$ cat src/rtl/systolic_row_feeder_if.sv
// Row-feeder bus: tile control, upstream valid/ready vector input, skew-line output.
interface systolic_row_feeder_if #(
  parameter int unsigned N     = 4,
  parameter int unsigned WIDTH = 8,
  parameter int unsigned LW    = 8
);
  logic              start;
  logic [LW-1:0]     tile_len;
  logic              in_valid;
  logic              in_ready;
  logic [N*WIDTH-1:0] in_data;
  logic [N*WIDTH-1:0] lane_out;
  logic              lane_valid;
  logic              busy;
  logic              done;

  // Upstream/controller side
  modport master (
    output start, tile_len, in_valid, in_data,
    input  in_ready, lane_out, lane_valid, busy, done
  );

  // Feeder side
  modport slave (
    input  start, tile_len, in_valid, in_data,
    output in_ready, lane_out, lane_valid, busy, done
  );
endinterface

$ cat src/rtl/systolic_row_feeder.sv
// Feeds one row vector (or zero bubble) per clock into the skew delay lines, then
// flushes the array with FLUSH zero cycles and pulses done.
module systolic_row_feeder #(
  parameter int unsigned N     = 4,
  parameter int unsigned WIDTH = 8,
  parameter int unsigned DEPTH = 4,
  parameter int unsigned LW    = 8,
  parameter int unsigned FLUSH = 7
) (
  input logic                  clk,
  input logic                  reset,
  systolic_row_feeder_if.slave bus
);

  localparam int unsigned PW = (DEPTH > 1) ? $clog2(DEPTH) : 1;
  localparam int unsigned DW = N * WIDTH;
  localparam logic [PW:0]   QueueFull = (PW + 1)'(DEPTH);
  localparam logic [PW:0]   QueueOne  = (PW + 1)'(1);
  localparam logic [LW-1:0] CntOne    = LW'(1);
  localparam logic [LW-1:0] FlushLast = (FLUSH == 0) ? '0 : LW'(FLUSH - 1);

  typedef enum logic [1:0] {StIdle, StStream, StDrain} state_e;

  state_e          state_q, state_d;
  logic [LW-1:0]   len_q, len_d;
  logic [LW-1:0]   acc_q, acc_d;
  logic [LW-1:0]   emit_q, emit_d;
  logic [LW-1:0]   flush_q, flush_d;
  logic            done_q, done_d;
  logic            done_pend_q, done_pend_d;
  logic [DW-1:0]   lane_out_q, lane_out_d;
  logic            lane_valid_q, lane_valid_d;
  logic [PW-1:0]   wr_ptr_q, rd_ptr_q;
  logic [PW:0]     count_q, count_d;
  logic [DW-1:0]   mem [DEPTH];
  logic            in_ready, push, pop;

  // Handshake and pop decisions come from registered state only
  always_comb begin
    in_ready = (state_q == StStream) && (count_q != QueueFull) && (acc_q < len_q);
    push     = bus.in_valid && in_ready;
    pop      = (state_q == StStream) && (count_q != '0);
  end

  // Queue occupancy
  always_comb begin
    count_d = count_q;
    if (push && !pop) begin
      count_d = count_q + QueueOne;
    end else if (!push && pop) begin
      count_d = count_q - QueueOne;
    end
  end

  // FSM next state, beat counters and registered outputs
  always_comb begin
    state_d      = state_q;
    len_d        = len_q;
    acc_d        = acc_q;
    emit_d       = emit_q;
    flush_d      = flush_q;
    done_d       = done_pend_q;
    done_pend_d  = 1'b0;
    lane_out_d   = '0;
    lane_valid_d = 1'b0;
    unique case (state_q)
      StIdle: begin
        if (bus.start) begin
          if (bus.tile_len != '0) begin
            state_d = StStream;
            len_d   = bus.tile_len;
            acc_d   = '0;
            emit_d  = '0;
            flush_d = '0;
          end else begin
            done_d = 1'b1;
          end
        end
      end
      StStream: begin
        if (push) begin
          acc_d = acc_q + CntOne;
        end
        if (pop) begin
          lane_out_d   = mem[rd_ptr_q];
          lane_valid_d = 1'b1;
          emit_d       = emit_q + CntOne;
          if (emit_d == len_q) begin
            if (FLUSH == 0) begin
              // No drain: done lands the cycle after the last vector is shown
              state_d     = StIdle;
              done_pend_d = 1'b1;
            end else begin
              state_d = StDrain;
              flush_d = '0;
            end
          end
        end
      end
      StDrain: begin
        flush_d = flush_q + CntOne;
        if (flush_q == FlushLast) begin
          state_d = StIdle;
          done_d  = 1'b1;
        end
      end
      default: state_d = StIdle;
    endcase
  end

  // Queue storage; contents need no reset since pointers/count gate every read
  always_ff @(posedge clk) begin
    if (push) begin
      mem[wr_ptr_q] <= bus.in_data;
    end
  end

  // State, counters, pointers and output registers
  always_ff @(posedge clk or posedge reset) begin
    if (reset) begin
      state_q      <= StIdle;
      len_q        <= '0;
      acc_q        <= '0;
      emit_q       <= '0;
      flush_q      <= '0;
      done_q       <= 1'b0;
      done_pend_q  <= 1'b0;
      lane_out_q   <= '0;
      lane_valid_q <= 1'b0;
      wr_ptr_q     <= '0;
      rd_ptr_q     <= '0;
      count_q      <= '0;
    end else begin
      state_q      <= state_d;
      len_q        <= len_d;
      acc_q        <= acc_d;
      emit_q       <= emit_d;
      flush_q      <= flush_d;
      done_q       <= done_d;
      done_pend_q  <= done_pend_d;
      lane_out_q   <= lane_out_d;
      lane_valid_q <= lane_valid_d;
      count_q      <= count_d;
      if (push) begin
        wr_ptr_q <= wr_ptr_q + PW'(1);
      end
      if (pop) begin
        rd_ptr_q <= rd_ptr_q + PW'(1);
      end
    end
  end

  assign bus.in_ready   = in_ready;
  assign bus.lane_out   = lane_out_q;
  assign bus.lane_valid = lane_valid_q;
  assign bus.busy       = (state_q != StIdle);
  assign bus.done       = done_q;

endmodule

$ cat src/flat_wrapper.sv
// flat-port wrapper written by rule: the top's interface ports become plain ports
module systolic_row_feeder_flat 
#(
  parameter int unsigned N     = 4,
  parameter int unsigned WIDTH = 8,
  parameter int unsigned DEPTH = 4,
  parameter int unsigned LW    = 8,
  parameter int unsigned FLUSH = 7
)
  (clk, reset, bus_start, bus_tile_len, bus_in_valid, bus_in_data, bus_in_ready, bus_lane_out, bus_lane_valid, bus_busy, bus_done);
  systolic_row_feeder_if #(.N(N), .WIDTH(WIDTH), .LW(LW)) bus_i ();
  input logic clk;
  input logic reset;
  input wire logic [$bits(bus_i.start)-1:0] bus_start;
  input wire logic [$bits(bus_i.tile_len)-1:0] bus_tile_len;
  input wire logic [$bits(bus_i.in_valid)-1:0] bus_in_valid;
  input wire logic [$bits(bus_i.in_data)-1:0] bus_in_data;
  output wire logic [$bits(bus_i.in_ready)-1:0] bus_in_ready;
  output wire logic [$bits(bus_i.lane_out)-1:0] bus_lane_out;
  output wire logic [$bits(bus_i.lane_valid)-1:0] bus_lane_valid;
  output wire logic [$bits(bus_i.busy)-1:0] bus_busy;
  output wire logic [$bits(bus_i.done)-1:0] bus_done;
  assign bus_i.start = bus_start;
  assign bus_i.tile_len = bus_tile_len;
  assign bus_i.in_valid = bus_in_valid;
  assign bus_i.in_data = bus_in_data;
  assign bus_in_ready = bus_i.in_ready;
  assign bus_lane_out = bus_i.lane_out;
  assign bus_lane_valid = bus_i.lane_valid;
  assign bus_busy = bus_i.busy;
  assign bus_done = bus_i.done;
  systolic_row_feeder #(.N(N), .WIDTH(WIDTH), .DEPTH(DEPTH), .LW(LW), .FLUSH(FLUSH)) u_core (.clk(clk), .reset(reset), .bus(bus_i));
endmodule
$ cat config.mk
export PLATFORM = sky130hd
export DESIGN_NAME = systolic_row_feeder_flat
export DESIGN_NICKNAME = d
export VERILOG_FILES = /design/src/rtl/systolic_row_feeder_if.sv /design/src/rtl/systolic_row_feeder.sv /design/src/flat_wrapper.sv
export SDC_FILE = /design/constraint.sdc
export NUM_CORES = 1
export LEC_CHECK = 0
export CORE_MARGIN = 3
export CORE_UTILIZATION = 30
export DETAILED_ROUTE_END_ITERATION = 16
export PLACE_DENSITY = 0.51
export SLEW_MARGIN = 20
export SYNTH_ARGS = -nofsm -noshare
export SYNTH_HDL_FRONTEND = slang
export SYNTH_SLANG_ARGS = --single-unit
$ cat constraint.sdc
create_clock -name clk -period 3.17 [get_ports clk]
set_clock_uncertainty 0.1 [all_clocks]
set_input_delay 0.7925 -clock clk [delete_from_list [all_inputs] [get_ports clk]]
set_output_delay 0.7925 -clock clk [all_outputs]
set_load 0.005 [all_outputs]
==> qor.log, run 1 <==
INFO  placed_design  port-buffer-count=79
INFO  sta            whs=395.3ps
INFO  layout         synthToLayoutAreaGrowth=25.71%
INFO  placed_design  post_dp_cell_area=9624um2
INFO  grt            grt.met1_usage=0.1653
INFO  detailed_routing detail_route.drc_violations=0
INFO  placed_design  gpl.final_weighted_congestion=0.8068
INFO  detailed_routing residual_antenna_violating_net_count_after_detailed_routing=0
INFO  sta            slew_headroom=0.3846
INFO  worst_setup_path worst_case_register_to_register_setup_slack=260ps
INFO  grt            grt_pass1_wl=28.58mm
INFO  layout         leading_cell_types_in_the_layout_fill_and_taps_excluded=128 x edfxtp_1, 78 x clkdlybuf4s50_1, 71 x dfrtp_1
INFO  synth          netlist_instances=516
INFO  worst_setup_path critical_path.cell_chain=ha_1 -> a211o_1 -> a21oi_1 -> o21ai_1 -> a21boi_1 -> dlygate4sd2_1
INFO  sta            pnr_worst_setup_slack=149.0ps
INFO  worst_setup_path criticalPathCategory=register to output port
INFO  clock_network  clk_pin_slew_worst_paths=50ps
INFO  power          p_per_area=958.8nW/um2
INFO  layout         summed_area_of_non_filler_cells_in_the_final_layout=10390um2
INFO  worst_setup_path critical_r2r_launch=u_core.acc_q[3]
INFO  sta            rsz0062_at_grt=no
INFO  worst_setup_path cpMaxStageDelayCell=dfrtp_2
INFO  detailed_routing detail_route.wirelength=17.70mm
INFO  power          power.leakage=3.883nW
INFO  grt            grt.total_usage=0.1240
INFO  sta            worst_pin_slew=923.1ps
INFO  floorplanning  chipHeight=172.0um
INFO  clock_network  postCtsHoldBufs=0
INFO  grt            global_route_met2_usage=0.2053
INFO  outcome        status=finished clean
INFO  worst_setup_path crit_fanout=2
INFO  synth          async_flop_share=0.3695
INFO  hold_path      timing.hold.worst.class=register to register
INFO  floorplanning  top_level_ports=80
INFO  clock_network  cts_buffers=23
INFO  worst_setup_path critical_path_required=2280ps
INFO  sta            max_slew_violation_total_from_the_final_report=0
INFO  clock_network  ctsRootBufferMaster=clkbuf_16
INFO  floorplanning  die-area=29580um2
INFO  clock_network  tritoncts=built
INFO  grt            grt_antenna_before_repair=2
INFO  sta            max_freq=331.0MHz
INFO  sta            setup_viol_count_final=0
INFO  synth          netlist-cell-type-count=52
INFO  layout         layout.cells.most_common=edfxtp_1
INFO  hold_path      min_delay_worst_endpoint=u_core.flush_q[6]
INFO  floorplanning  start_util=0.3058
INFO  layout         layout.nets=681
INFO  worst_setup_path crit_path_max_incr_delay=410ps
INFO  layout         post_route_cells_drive_above_1_share=0.1790
INFO  clock_network  cts_buffer_depth=3
INFO  grt            grt_util_met3=0.03132
INFO  detailed_routing routed_wl_per_cell=18.10um
INFO  hold_path      whs_path_depth=1
INFO  layout         final_core_utilization=0.3844
INFO  synth          synthesis.area_per_instance=16.02um2
INFO  synth          synth.yosys.seq_area_share=0.6922
INFO  synth          synth_area=8264um2
INFO  synth          synth_edf_count=128
INFO  clock_network  worst_skew_pair.late_latency=520ps
INFO  power          peak_supply_drop=0.0004612V
INFO  floorplanning  horizontal_extent_of_the_die=172.0um
INFO  worst_setup_path worst_setup_path_end_kind=output port
INFO  worst_setup_path critPathLaunchType=register
INFO  grt            grt_pass1_vias=5012
INFO  clock_network  clkSinkCount=203
INFO  grt            maximum_number_of_pins_on_one_net_before_global_route_repair=55
INFO  placed_design  post_dp_hpwl=11.22mm
INFO  sta            period_minus_slack=3021ps
INFO  detailed_routing number_of_search_and_repair_iterations_in_the_first_detailed_routing_pass=4
INFO  placed_design  post_place_setup_slack=157.6ps
INFO  synth          synth_seq_cells=203
INFO  clock_network  ctsHtreeMaxLevel=1
INFO  synth          synthFlopType=edfxtp_1
INFO  grt            grt_overflow=0
INFO  sta            layout_worst_path_cycle_share=0.9530
INFO  synth          yosysWarningCount=0
INFO  synth          syn_nets=577
INFO  floorplanning  core_region_area=27030um2
INFO  sta            tns=0ps
INFO  sta            hold_violations=0
INFO  layout         insertedDiodeCount=0
INFO  detailed_routing route.vias.total=4710
INFO  run            cap_violations=0
INFO  worst_setup_path crit-reg2reg-capture=u_core.count_q[2]
INFO  detailed_routing drtIter0Drc=264
INFO  floorplanning  placement_rows=60
INFO  grt            grt-busiest-layer=met2
INFO  worst_setup_path worst-r2r-cell-count=12
INFO  hold_path      hold_path_startpoint=u_core.flush_q[6]
INFO  worst_setup_path cp.arrival=2130ps
INFO  detailed_routing via_density_per_instance=4.816
==> through the flow <==
step | total power, mW | std cells
after global routing | 10.61 | 978
after detailed placement | 7.516 | 933
final | 9.961 | 978
after CTS | 10.17 | 978
after global placement | 7.440 | 933
after floorplan | 6.051 | 516
==> cell families after synthesis <==
logic type | share of synthesized area
compound gates | 0.05950
xor+xnor | 0.01893
fa+ha+maj | 0.02665
buf+inv | 0.02256
flops | 0.6922
mux | 0.09463
simple gates | 0.08554
==> synthesized netlist by cell type (2+ instances only) <==
cell,count,area [um2]
nand4_1,6,37.54
buf_6,2,22.52
or4_1,2,15.01
nor3b_1,3,22.52
nor4_1,2,12.51
and3_1,34,212.7
o21ai_0,7,35.03
a21oi_1,8,40.04
nand3_1,12,60.06
and2_1,7,43.79
a211o_1,2,17.52
xor2_1,6,52.55
a2111oi_4,3,82.58
mux2i_1,5,50.05
o21ai_1,26,130.1
nor2_1,14,52.55
nand2_1,39,146.4
ha_1,16,200.2
dfrtp_1,75,1877
nand2b_1,3,18.77
o31ai_1,4,30.03
edfxtp_1,128,3844
mux4_2,32,720.7
buf_2,8,40.04
o41ai_1,3,26.28
a21o_1,2,15.01
clkbuf_1,13,48.80
inv_1,17,63.81
a31oi_1,5,31.28
xnor2_1,10,87.58
==> flip-flops by register name, indices dropped and copies added, names as in the netlist <==
signal / flops
u_core.flush_q: 8
u_core.count_q: 3
u_core.len_q: 8
u_core.acc_q: 8
u_core.rd_ptr_q: 2
u_core.wr_ptr_q: 2
u_core.state_q: 2
u_core.bus.lane_out: 32
u_core.bus.done: 1
u_core.bus.lane_valid: 1
u_core.emit_q: 8
u_core.mem: 128
==> critical path, delay by kind of cell (launching register included) <==
family / cells / cell delay [ps]
buf+inv: 1 / 260
compound gates: 4 / 640
flops: 1 / 410
fa+ha+maj: 1 / 320
==> worst max path at each step <==
stage | startpoint | end | slack, ps | depth (start not counted)
final | u_core.acc_q[3] | bus_in_ready | 150 | 6
after global routing | u_core.len_q[4] | bus_in_ready | 10 | 6
after CTS | u_core.acc_q[3] | bus_in_ready | 120 | 6
after detailed placement | bus_tile_len[4] | u_core.flush_q[7] | 160 | 7
after global placement | bus_tile_len[4] | u_core.flush_q[5] | 250 | 7
after floorplan | u_core.acc_q[3] | u_core.mem[0][0] | 140 | 7
==> cell type report <==
type,instances,area (um2)
tap,341,426.7
inverter,18,68.82
fill,2535,16640
sequential,203,5725
clock inverter,12,95.09
multi-input combinational,271,2374
clock buffer,30,641.9
timing repair buffer,103,1057
==> routing by layer <==
metal,routed length (um),vias to the layer above
li1,-,2171
met1,7689,2397
met2,8642,110
met3,973,28
met4,363,4
met5,34,-
==> where the power goes <==
group / leakage [nW] / switching [mW] / total [mW] / internal [mW]
Combinational: 1.41 / 1.62 / 3.36 / 1.73
Clock: 0.361 / 1.02 / 2.53 / 1.51
Sequential: 2.11 / 0.479 / 4.07 / 3.59
==> repair_timing <==
item | in CTS | in global routing
resized for setup | 5 | 0
buffers inserted | 3 | 0
setup endpoints to repair | 1 | 0
(Power assumes the default switching activity.)
==> run 2: changes to the inputs <==
- PLACE_DENSITY: 0.51 -> 0.52
==> run 2 against run 1 <==
Against the previous run: clock power is 12% higher; count of clock-buffer cells in the layout stayed put; highest routed layer is now met4; hold slack better by 2.4 ps; maximum frequency is 0.47% higher; sequential share of layout area is 0.40 points lower.
==> qor.log, run 2 (synthesis results as in run 1) <==
INFO  detailed_routing routed-wl-met2=8.615mm [-0.31%]
INFO  worst_setup_path worst_setup_path_end_kind=output port
INFO  detailed_routing routed.top_layer=met4
INFO  floorplanning  placement_rows=60 [unchanged]
INFO  power          power.leakage=3.923nW [+1.0%]
INFO  placed_design  post_dp_hpwl=11.16mm [-0.56%]
INFO  floorplanning  chipHeight=172.0um [unchanged]
INFO  grt            grt_pass1_vias=5023 [+0.22%]
INFO  worst_setup_path critical_path.cell_chain=ha_1 -> a211o_1 -> a21oi_1 -> o21ai_1 -> a21boi_1 -> clkdlybuf4s15_1
INFO  sta            worst_pin_slew=922.1ps [-0.9815 ps]
INFO  sta            max_freq=332.6MHz [+0.47%]
INFO  placed_design  post_place_setup_slack=228.6ps [+70.96 ps]
INFO  layout         leading_cell_types_in_the_layout_fill_and_taps_excluded=128 x edfxtp_1, 78 x clkdlybuf4s50_1, 72 x dfrtp_1
INFO  detailed_routing number_of_search_and_repair_iterations_in_the_first_detailed_routing_pass=4 [unchanged]
INFO  placed_design  gpl.final_weighted_congestion=0.7940 [-1.6%]
INFO  floorplanning  die-area=29580um2 [unchanged]
INFO  placed_design  post_dp_cell_area=9599um2 [-0.26%]
INFO  sta            setup_viol_count_final=0 [unchanged]
INFO  detailed_routing route.vias.total=4671 [-0.83%]
INFO  detailed_routing residual_antenna_violating_net_count_after_detailed_routing=0 [unchanged]
INFO  sta            slew_headroom=0.3852 [+0.0006540]
INFO  layout         fillCellCount=2506 [-1.1%]
INFO  floorplanning  horizontal_extent_of_the_die=172.0um [unchanged]
INFO  clock_network  worst_skew_pair.late_latency=520ps [about the same]
INFO  hold_path      timing.hold.worst.class=register to register
INFO  clock_network  clkSinkCount=203 [unchanged]
INFO  sta            hold_violations=0 [unchanged]
INFO  layout         insertedDiodeCount=0 [unchanged]
INFO  grt            grt.total_usage=0.1245 [+0.0004780]
INFO  sta            tns=0ps [unchanged]
INFO  run            cap_violations=0 [unchanged]
INFO  clock_network  clk_pin_slew_worst_paths=60ps [about the same]
INFO  clock_network  cts_buffer_depth=3 [unchanged]
INFO  worst_setup_path critPathLaunchType=register
INFO  grt            grt_antenna_before_repair=0 [-2]
INFO  floorplanning  start_util=0.3058 [unchanged]
INFO  layout         multi_input_comb_area=2374um2 [unchanged]
INFO  sta            layout_worst_path_cycle_share=0.9485 [-0.004485]
INFO  worst_setup_path critical_path.startpoint=u_core.acc_q[3]
INFO  worst_setup_path critical_r2r_launch=u_core.acc_q[3]
INFO  grt            grt_overflow=0 [unchanged]
INFO  detailed_routing via_density_per_instance=4.766 [-1.0%]
INFO  detailed_routing detail_route.wirelength=18.00mm [+1.7%]
INFO  worst_setup_path path_buf_inv=1 [unchanged]
INFO  clock_network  tritoncts=built
INFO  layout         regArea=5724um2 [about the same]
INFO  worst_setup_path cp.arrival=2110ps [-20 ps]
INFO  placed_design  port-buffer-count=79 [unchanged]
INFO  layout         layout.nets=682 [+0.15%]
INFO  worst_setup_path cpMaxStageDelayCell=dfrtp_2
INFO  detailed_routing drtIter0Drc=332 [+26%]
INFO  power          p_per_area=977.1nW/um2 [+1.9%]
INFO  layout         largest-register=u_core.mem
INFO  power          report.power.total=10.22mW [+2.6%]
INFO  grt            grt_pass1_wl=28.64mm [+0.20%]
INFO  sta            rsz0062_at_grt=no
INFO  detailed_routing wl_met3=1.117mm [+15%]
INFO  layout         summed_area_of_non_filler_cells_in_the_final_layout=10460um2 [+0.71%]
INFO  worst_setup_path crit_path_max_incr_delay=430ps [+20 ps]
INFO  layout         post_route_cells_drive_above_1_share=0.1815 [+0.002570]
INFO  layout         layout.cells.most_common=edfxtp_1
INFO  placed_design  post-place-cells=933 [unchanged]
INFO  worst_setup_path critical-path-top-delay-family=compound AO/OA/AOI/OAI gates
INFO  hold_path      hold_path_startpoint=u_core.flush_q[7]
INFO  layout         post_layout_nonfiller_instances=980 [+0.20%]
INFO  worst_setup_path criticalPathCategory=register to output port
INFO  clock_network  cts_buffers=24 [+4.3%]
INFO  clock_network  ctsRootBufferMaster=clkbuf_16
INFO  worst_setup_path critical_path_required=2280ps [about the same]
INFO  layout         max_reg_flops=128 [unchanged]
INFO  detailed_routing detail_route.drc_violations=0 [unchanged]
INFO  floorplanning  top_level_ports=80 [unchanged]
INFO  clock_network  ctsHtreeMaxLevel=1 [unchanged]
INFO  power          peak_supply_drop=0.0006298V [+37%]
INFO  grt            maximum_number_of_pins_on_one_net_before_global_route_repair=34 [-38%]
INFO  layout         synthToLayoutAreaGrowth=26.60%
INFO  worst_setup_path crit_fanout=5 [+3]
INFO  sta            max_slew_violation_total_from_the_final_report=0 [unchanged]
INFO  sta            period_minus_slack=3007ps [-14.22 ps]
INFO  outcome        status=finished clean
INFO  detailed_routing routed_wl_per_cell=18.37um [+1.5%]
INFO  sta            pnr_worst_setup_slack=163.2ps [+14.22 ps]
INFO  floorplanning  core_region_area=27030um2 [unchanged]
INFO  detailed_routing met1_length=7.769mm [+1.0%]
==> run 2: area by class of cell <==
class / count / area share
clock inverter: 14 / 0.01842
timing repair buffer: 103 / 0.09878
sequential: 203 / 0.5471
clock buffer: 30 / 0.06147
tap: 341 / 0.04078
multi-input combinational: 271 / 0.2269
inverter: 18 / 0.006577
==> run 2: per-layer routing <==
layer | GRT usage | vias to the layer above
met5 | 0 | -
met4 | 0.03436 | 0
met3 | 0.03246 | 35
met2 | 0.2015 | 117
met1 | 0.1673 | 2350
li1 | - | 2169
==> run 2: worst paths after layout <==
| check | endpoint | slack [ps] | cells after the start |
|---|---|---|---|
| setup / recovery | bus_in_ready | 160 | 6 |
| hold / removal | u_core.flush_q[7] | 400 | 1 |
| setup reg to reg | u_core.count_q[2] | 300 | 12 |
| hold reg to reg | u_core.flush_q[7] | 400 | 1 |
| max in group asynchronous | u_core.acc_q[3] | 1640 | 3 |
| min in group asynchronous | u_core.bus.lane_out[26] | 550 | 2 |
==> run 2: timing repair <==
action,in CTS,in global routing
setup endpoints to repair,1,1
hold buffers,0,0
pin swaps,1,0
buffers inserted,1,2
gates resized for setup,3,2
==> run 2: report_power, final <==
| part | switching [mW] | internal [mW] | total (mW) |
|---|---|---|---|
| sequential | 0.478 | 3.59 | 4.07 |
| combinational | 1.61 | 1.71 | 3.32 |
| clock | 1.06 | 1.77 | 2.83 |
| total | 3.15 | 7.07 | 10.2 |
==> run 2: stage by stage <==
| step | utilization | hold WS, ps |
|---|---|---|
| 6_report | 0.3871 | 397.7 |
| 5_1_grt | 0.3871 | 406.3 |
| 4_1_cts | 0.3865 | 397.7 |
| 3_5_place_dp | 0.3552 | 382.7 |
| 3_3_place_gp | 0.3552 | 368.2 |
| 2_1_floorplan | - | 348.7 |
